[src/rtl/truth_table_sweeper_pkg.sv]
// rtl/truth_table_sweeper_pkg.sv - shared widths and FSM encoding for the truth-table sweeper
package truth_table_sweeper_pkg;

  localparam int VEC_W  = 3;
  localparam int TBL_W  = 8;
  localparam int WAIT_W = 4;

  typedef enum logic [1:0] {
    IDLE   = 2'd0,
    DRIVE  = 2'd1,
    SAMPLE = 2'd2,
    FINISH = 2'd3
  } state_e;

  // True when idx addresses the final row of the table.
  function automatic logic is_last_vec(input logic [VEC_W-1:0] idx);
    return idx == VEC_W'(TBL_W - 1);
  endfunction

endpackage

[src/rtl/truth_table_sweeper_step_counter.sv]
// rtl/truth_table_sweeper_step_counter.sv - settle wait counter and vector index
module tts_step_counter
  import truth_table_sweeper_pkg::*;
#(
  parameter int SETTLE = 1
) (
  input  logic             clk,
  input  logic             rst_n,
  input  logic             clear,
  input  logic             count,
  input  logic             advance,
  output logic [VEC_W-1:0] idx,
  output logic             settle_done
);

  logic [WAIT_W-1:0] wait_q, wait_d;
  logic [VEC_W-1:0]  idx_q, idx_d;

  // Next-state: clear restarts a sweep, advance moves to the next row, count ticks the settle wait.
  always_comb begin
    wait_d = wait_q;
    idx_d  = idx_q;
    if (clear) begin
      wait_d = '0;
      idx_d  = '0;
    end else if (advance) begin
      wait_d = '0;
      if (!is_last_vec(idx_q)) idx_d = idx_q + VEC_W'(1);
    end else if (count && !settle_done) begin
      wait_d = wait_q + WAIT_W'(1);
    end
  end

  // Counter registers.
  always_ff @(posedge clk or negedge rst_n) begin
    if (!rst_n) begin
      wait_q <= '0;
      idx_q  <= '0;
    end else begin
      wait_q <= wait_d;
      idx_q  <= idx_d;
    end
  end

  assign idx         = idx_q;
  assign settle_done = (wait_q == WAIT_W'(SETTLE - 1));

endmodule

[src/rtl/truth_table_sweeper.sv]
// rtl/truth_table_sweeper.sv - drives all 3-input vectors and captures the function's truth table
module truth_table_sweeper
  import truth_table_sweeper_pkg::*;
#(
  parameter int               SETTLE      = 1,
  parameter logic [TBL_W-1:0] EXP_DEFAULT = 8'hA5
) (
  input  logic             clk,
  input  logic             rst_n,
  input  logic             start,
  input  logic             abort,
  input  logic [TBL_W-1:0] expected,
  output logic [VEC_W-1:0] vec_out,
  input  logic             s_in,
  output logic             busy,
  output logic             done,
  output logic [TBL_W-1:0] result,
  output logic [TBL_W-1:0] mismatch,
  output logic             pass
);

  state_e           state_q, state_d;
  logic [TBL_W-1:0] exp_q, exp_d;
  logic [TBL_W-1:0] result_q, result_d;
  logic             pass_q, pass_d;
  logic             cnt_clear, cnt_count, cnt_advance;
  logic [VEC_W-1:0] idx;
  logic             settle_done;

  tts_step_counter #(
    .SETTLE(SETTLE)
  ) u_step (
    .clk        (clk),
    .rst_n      (rst_n),
    .clear      (cnt_clear),
    .count      (cnt_count),
    .advance    (cnt_advance),
    .idx        (idx),
    .settle_done(settle_done)
  );

  // Next-state and datapath updates; abort takes priority over every other action.
  always_comb begin
    state_d     = state_q;
    exp_d       = exp_q;
    result_d    = result_q;
    pass_d      = pass_q;
    cnt_clear   = 1'b0;
    cnt_count   = 1'b0;
    cnt_advance = 1'b0;
    case (state_q)
      IDLE: begin
        if (start && !abort) begin
          state_d   = DRIVE;
          exp_d     = expected;
          result_d  = '0;
          pass_d    = 1'b0;
          cnt_clear = 1'b1;
        end
      end
      DRIVE: begin
        if (abort) begin
          state_d = IDLE;
          pass_d  = 1'b0;
        end else begin
          cnt_count = 1'b1;
          if (settle_done) state_d = SAMPLE;
        end
      end
      SAMPLE: begin
        if (abort) begin
          state_d = IDLE;
          pass_d  = 1'b0;
        end else begin
          result_d[idx] = s_in;
          if (is_last_vec(idx)) begin
            state_d = FINISH;
          end else begin
            cnt_advance = 1'b1;
            state_d     = DRIVE;
          end
        end
      end
      FINISH: begin
        state_d = IDLE;
        pass_d  = abort ? 1'b0 : (result_q == exp_q);
      end
      default: state_d = IDLE;
    endcase
  end

  // State and captured-table registers.
  always_ff @(posedge clk or negedge rst_n) begin
    if (!rst_n) begin
      state_q  <= IDLE;
      exp_q    <= EXP_DEFAULT;
      result_q <= '0;
      pass_q   <= 1'b0;
    end else begin
      state_q  <= state_d;
      exp_q    <= exp_d;
      result_q <= result_d;
      pass_q   <= pass_d;
    end
  end

  assign busy     = (state_q != IDLE);
  assign done     = (state_q == FINISH);
  assign vec_out  = (state_q == DRIVE || state_q == SAMPLE) ? idx : '0;
  assign result   = result_q;
  assign mismatch = result_q ^ exp_q;
  assign pass     = pass_q;

endmodule

[config.mk]
export PLATFORM = sky130hd
export DESIGN_NAME = truth_table_sweeper
export DESIGN_NICKNAME = d
export VERILOG_FILES = /design/src/rtl/truth_table_sweeper_pkg.sv /design/src/rtl/truth_table_sweeper_step_counter.sv /design/src/rtl/truth_table_sweeper.sv
export SDC_FILE = /design/constraint.sdc
export NUM_CORES = 1
export LEC_CHECK = 0
export ABC_AREA = 1
export CELL_PAD_IN_SITES_DETAIL_PLACEMENT = 1
export CELL_PAD_IN_SITES_GLOBAL_PLACEMENT = 1
export CORE_MARGIN = 2
export CORE_UTILIZATION = 39
export CTS_CLUSTER_DIAMETER = 80
export CTS_CLUSTER_SIZE = 28
export DETAILED_ROUTE_END_ITERATION = 6
export PLACE_DENSITY_LB_ADDON = 0.1
export SLEW_MARGIN = 20
export SYNTH_ARGS = -nofsm -noshare
export SYNTH_HDL_FRONTEND = slang
export SYNTH_SLANG_ARGS = --single-unit
[constraint.sdc]
create_clock -name clk -period 3.93 [get_ports clk]
set_input_delay 0.786 -clock clk [delete_from_list [all_inputs] [get_ports clk]]
set_output_delay 0.786 -clock clk [all_outputs]
set_load 0.05 [all_outputs]
Word-level counts from Yosys, hierarchy flattened
Cells that the tools add are included.
Widths: inputs -> output; s select.
{"block": "totals", "regBits": 26, "inputBits": 13, "out_inout_bits": 22}
{"block": "classes", "add_sub_neg": 2, "n_lt_le_gt_ge": 2, "eq_ne": 10, "muxes": 30, "n_bitwise": 1, "reduce_logical": 18}
{"cell": "$mux 8", "n": 2}
{"cell": "$pmux 8 s2", "n": 1}
{"cell": "$mux 3", "n": 4}
{"cell": "$mux 4", "n": 3}
{"cell": "$mux 1", "n": 11}
{"cell": "$mux 2", "n": 5}
{"cell": "$bwmux 8", "n": 1}
{"cell": "$eq 8x8->1", "n": 1}
{"cell": "$pmux 2 s4", "n": 1}
{"cell": "$reduce_and 2->1", "n": 4}
{"cell": "$xor 8x8->8", "n": 1}
{"cell": "$ne 2x2->1 const B", "n": 3}
{"cell": "$reduce_bool 2->1", "n": 3}
{"cell": "$add 4x1->4 const B", "n": 1}
{"cell": "$eq 2x2->1 const B", "n": 2}
{"cell": "$logic_not 4->1", "n": 1}
{"cell": "$lt 3x4->1 const B", "n": 1}
{"cell": "$add 3x1->3 const B", "n": 1}
{"cell": "$demux 1 s3", "n": 1}
{"cell": "$eq 3x3->1 const B", "n": 1}
{"cell": "$ge 3x1->1 const B", "n": 1}
{"cell": "$logic_and 1x1->1", "n": 3}
{"cell": "$ne 3x2->1 const B", "n": 1}
{"cell": "$pmux 1 s3", "n": 1}
{"cell": "other kinds (8)", "n": 9}

Longest topological paths before layout
{"block": "depth", "word_depth": 7, "ltp_mapped": 10, "ltp_nobuf": 9}

By module
Synthesis repeated with hierarchy kept, for this count alone.
{"block": "unflattened", "hier_cells": 242, "area_unflattened_um2": 1680.4}
{"module": "truth_table_sweeper", "instances": 1, "cells_each": 189, "area_per_inst_um2": 1261.2, "seq_area_each_um2": 480.5}
{"module": "tts_step_counter", "instances": 1, "cells_each": 53, "area_per_inst_um2": 419.2, "seq_area_each_um2": 175.2}

Worst setup path before layout
No wires, ideal clock.
{"block": "synth_path", "path_kind": "reg-to-output", "startpoint": "reg result_q[0], in the netlist result[0]", "endpoint": "out mismatch[0]", "arrival_ps": 1475, "required_ps": 3144, "path_slack_ps": 1669, "path_stages_with_launch": 2, "n_path_buf": 0, "cell_sequence": "dfrtp_1 > xor2_1"}
{"block": "synth_between", "elab_chain_len": 1}
{"item": "start, declared", "line": "truth_table_sweeper.sv:24", "source": "logic [TBL_W-1:0] result_q, result_d;"}
{"item": "start signal, assigned", "line": "truth_table_sweeper.sv:102", "source": "result_q <= result_d;"}
{"item": "$xor 8x8->8", "line": "truth_table_sweeper.sv:111", "source": "assign mismatch = result_q ^ exp_q;"}
{"item": "end, declared", "line": "truth_table_sweeper.sv:18", "source": "output logic [TBL_W-1:0] mismatch,"}
No other way between the ends.

Worst setup path after layout
{"block": "layout_path", "startpoint": "reg state_q[0]", "endpoint": "out vec_out[1]"}
{"block": "layout_between", "elab_chain_len": 3}
{"item": "start, declared", "line": "truth_table_sweeper.sv:22", "source": "state_e state_q, state_d;"}
{"item": "start signal, assigned", "line": "truth_table_sweeper.sv:100", "source": "state_q <= state_d;"}
{"item": "$eq 2x1->1 / $eq 2x2->1 (equally long branches)", "line": "truth_table_sweeper.sv:109", "source": "assign vec_out = (state_q == DRIVE || state_q == SAMPLE) ? idx : '0;"}
{"item": "$logic_or 1x1->1 (*)", "line": "truth_table_sweeper.sv:109"}
{"item": "$mux 3 (*)", "line": "truth_table_sweeper.sv:109"}
{"item": "end, declared", "line": "truth_table_sweeper.sv:13", "source": "output logic [VEC_W-1:0] vec_out,"}
Mark *: on every way between the ends. The rest lies on a longest branch, timed or not.

==> results.cfg <==
[worst_setup_path]
worst_setup_path_start_kind = flip-flop
path_class = flip-flop to output pin
required_ns = 3.14
slowest_delay_ns = 0.81
reg2reg_from = state_q[0]
crit_path_end_kind = output pin
cpMaxStageDelayCell = clkdlybuf4s50_1
critPathArrivalTime_ns = 2.05
path_cells = inv_1, ha_1, nand2_1, inv_1, clkdlybuf4s50_1
reg2reg_depth = 9
crit_top_cell = inv_1
crit_fanout = 4
r2r_slack_ns = 2.34
timing.rr.end = result[3]

[logic_synthesis]
syn_area_per_cell_um2 = 7.340
syn-num-nets = 245
yosysSeqAreaShare = 0.3988
synth_cell_types = 25
syn_inst = 224
ys_ff_latch = 26
netlist_area_um2 = 1644
synth_warnings = 0

[drt]
antenna_left = 0
wl_per_cell_um = 12.19
wl_mm = 3.779
drc = 0
drt-initial-drc-count = 28
first_pass_iters = 4
via_count = 1463
viasPerCell = 4.719

[timing]
slew_headroom = 0.6588
hold_viol = 0
skew_ns = 0.002742
whs_ns = 0.4913
setup_viol = 0
worst_pin_slew_ns = 0.5101
min_period_ns = 2.831
rsz0062_at_grt = no
period_share = 0.7204
fmax_ghz = 0.3532
drv_slew = 0
fin_ws_ns = 1.099
setup_tns_ns = 0

[clock_network]
root_buffer = clkbuf_8
cts_setup_buffers = 0
cts_buffer_depth = 2
path_clk_slew_ns = 0.09
cts_tree = built
insertion_delay_ns = 0.27
clock-sinks = 26
cts_resized = 0
postCtsHoldBufs = 0
cts_htree_levels = 1
cts_buffers = 3

[global_route]
grt_first_pass_wirelength_mm = 6.479
grt_usage = 0.1873
antenna_found_initial = 0
grt_max_degree = 27
grt_pass1_vias = 1387
grt-ovfl-total = 0

[die]
pin_count = 35
coreArea_um2 = 4029
die_w_um = 68.93
initial_core_util = 0.4081
die-area_um2 = 4751
rows = 23
die_h_um = 68.93

[cells_and_area]
final-seq-area_um2 = 655.6
multi_input_area_um2 = 787.0
antenna_cells = 0
drive_above_1_share = 0.1077
synthToLayoutAreaGrowth_pct = 26.33
postLayoutCoreUtil = 0.5155
num-fill-cells = 537
nNetsFinal = 282
final_cells = 310

[flow_run]
cap_violations = 0

[placement]
post-place-ws_ns = 1.394
dp_hpwl_mm = 2.966
io_buffers = 34
placed_cells = 306
gp_congestion = 0.8802

[power_and_ir_drop]
leakage_nw = 1.065
ir_drop_v = 0.0004254
powerDensity_nw_per_um2 = 734.4

[min_path]
holdCritStartpoint = exp_q[2]
min_path_cells = 2
hp-class = flip-flop to flip-flop
holdPathEnd = exp_q[2]

[outcome]
outcome = complete, no violations
==> Yosys cell counts (all sizes together) <==
| cell | number | area share |
|---|---|---|
| ha | 8 | 0.061 |
| nand3 | 23 | 0.078 |
| nand4 | 1 | 0.0038 |
| o22ai | 1 | 0.0038 |
| nand3b | 5 | 0.023 |
| buf | 2 | 0.011 |
| o21ai | 8 | 0.027 |
| nor2 | 21 | 0.059 |
| clkbuf | 1 | 0.0084 |
| mux2 | 1 | 0.0068 |
| dfstp | 4 | 0.064 |
| nand2 | 73 | 0.19 |
| xor2 | 1 | 0.0053 |
| dfrtp | 22 | 0.33 |
| a21oi | 8 | 0.024 |
| inv | 45 | 0.10 |
==> critical path: cells and delay by family (launching register included) <==
kind | cells | cell delay [ns]
adder cells (fa/ha/maj) | 1 | 0.34
buffers and inverters | 3 | 0.96
flip-flops | 1 | 0.41
AND/OR/NAND/NOR | 1 | 0.07
==> cell type report <==
type | count | share of cell area
timing repair buffer | 35 | 0.1675
multi-input combinational | 150 | 0.3789
tap | 50 | 0.03012
inverter | 45 | 0.08133
clock buffer | 4 | 0.02651
sequential | 26 | 0.3157
==> layer usage <==
metal  global-route usage  part of all wire  up-vias
li1                     -                 -      755
met5                    0                 0        -
met2               0.3305              0.50       21
met1               0.2390              0.45      683
met4              0.05882             0.013        0
met3              0.02110             0.032        4
==> cells in the final DEF, fill, tap and decap left out, types with 8 or more instances in the layout <==
master and count:
inv_1 40, a21oi_1 8, clkdlybuf4s50_1 34, nor2_1 18, nand3_1 22, ha_1 8, dfrtp_1 22, nand2_1 65
==> stage by stage <==
step | cell area (um2) | total power, mW
finish | 2077 | 1.525
global route | 2077 | 1.664
CTS | 2077 | 1.549
detailed placement | 2022 | 1.362
global placement | 2022 | 1.341
floorplan | 1644 | 1.102
==> state kept, by name, summed over array words and instances, names as in the netlist <==
| signal | cells |
|---|---|
| exp_q | 8 |
| result | 8 |
| u_step.wait_q | 4 |
| u_step.idx | 3 |
| state_q | 2 |
| pass | 1 |
==> worst max path at each step <==
| stage | from | to | slack [ns] | depth (start not counted) |
|---|---|---|---|---|
| 4_1_cts | state_q[0] | vec_out[1] | 1.06 | 5 |
| 2_1_floorplan | result[0] | mismatch[0] | 1.67 | 1 |
| 3_5_place_dp | state_q[0] | vec_out[1] | 1.39 | 5 |
| 5_1_grt | state_q[0] | vec_out[1] | 0.98 | 5 |
| 3_3_place_gp | state_q[0] | vec_out[2] | 1.47 | 5 |
| 6_report | state_q[0] | vec_out[1] | 1.10 | 5 |
==> cell families (layout without fill, tap and decap cells) <==
group	count (synthesis)	in the layout	synth area share
compound gates	17	17	0.05480
xor+xnor	1	1	0.005328
fa+ha+maj	8	8	0.06089
buf+inv	48	84	0.1225
flops	26	26	0.3988
mux	1	1	0.006849
simple gates	123	123	0.3508
==> power by group <==
| part | switching [mW] | internal [mW] | leakage (nW) |
|---|---|---|---|
| logic | 0.628 | 0.293 | 0.706 |
| registers | 0.0721 | 0.357 | 0.330 |
| clock network | 0.0859 | 0.0897 | 0.0288 |
(Power assumes the default switching activity.)
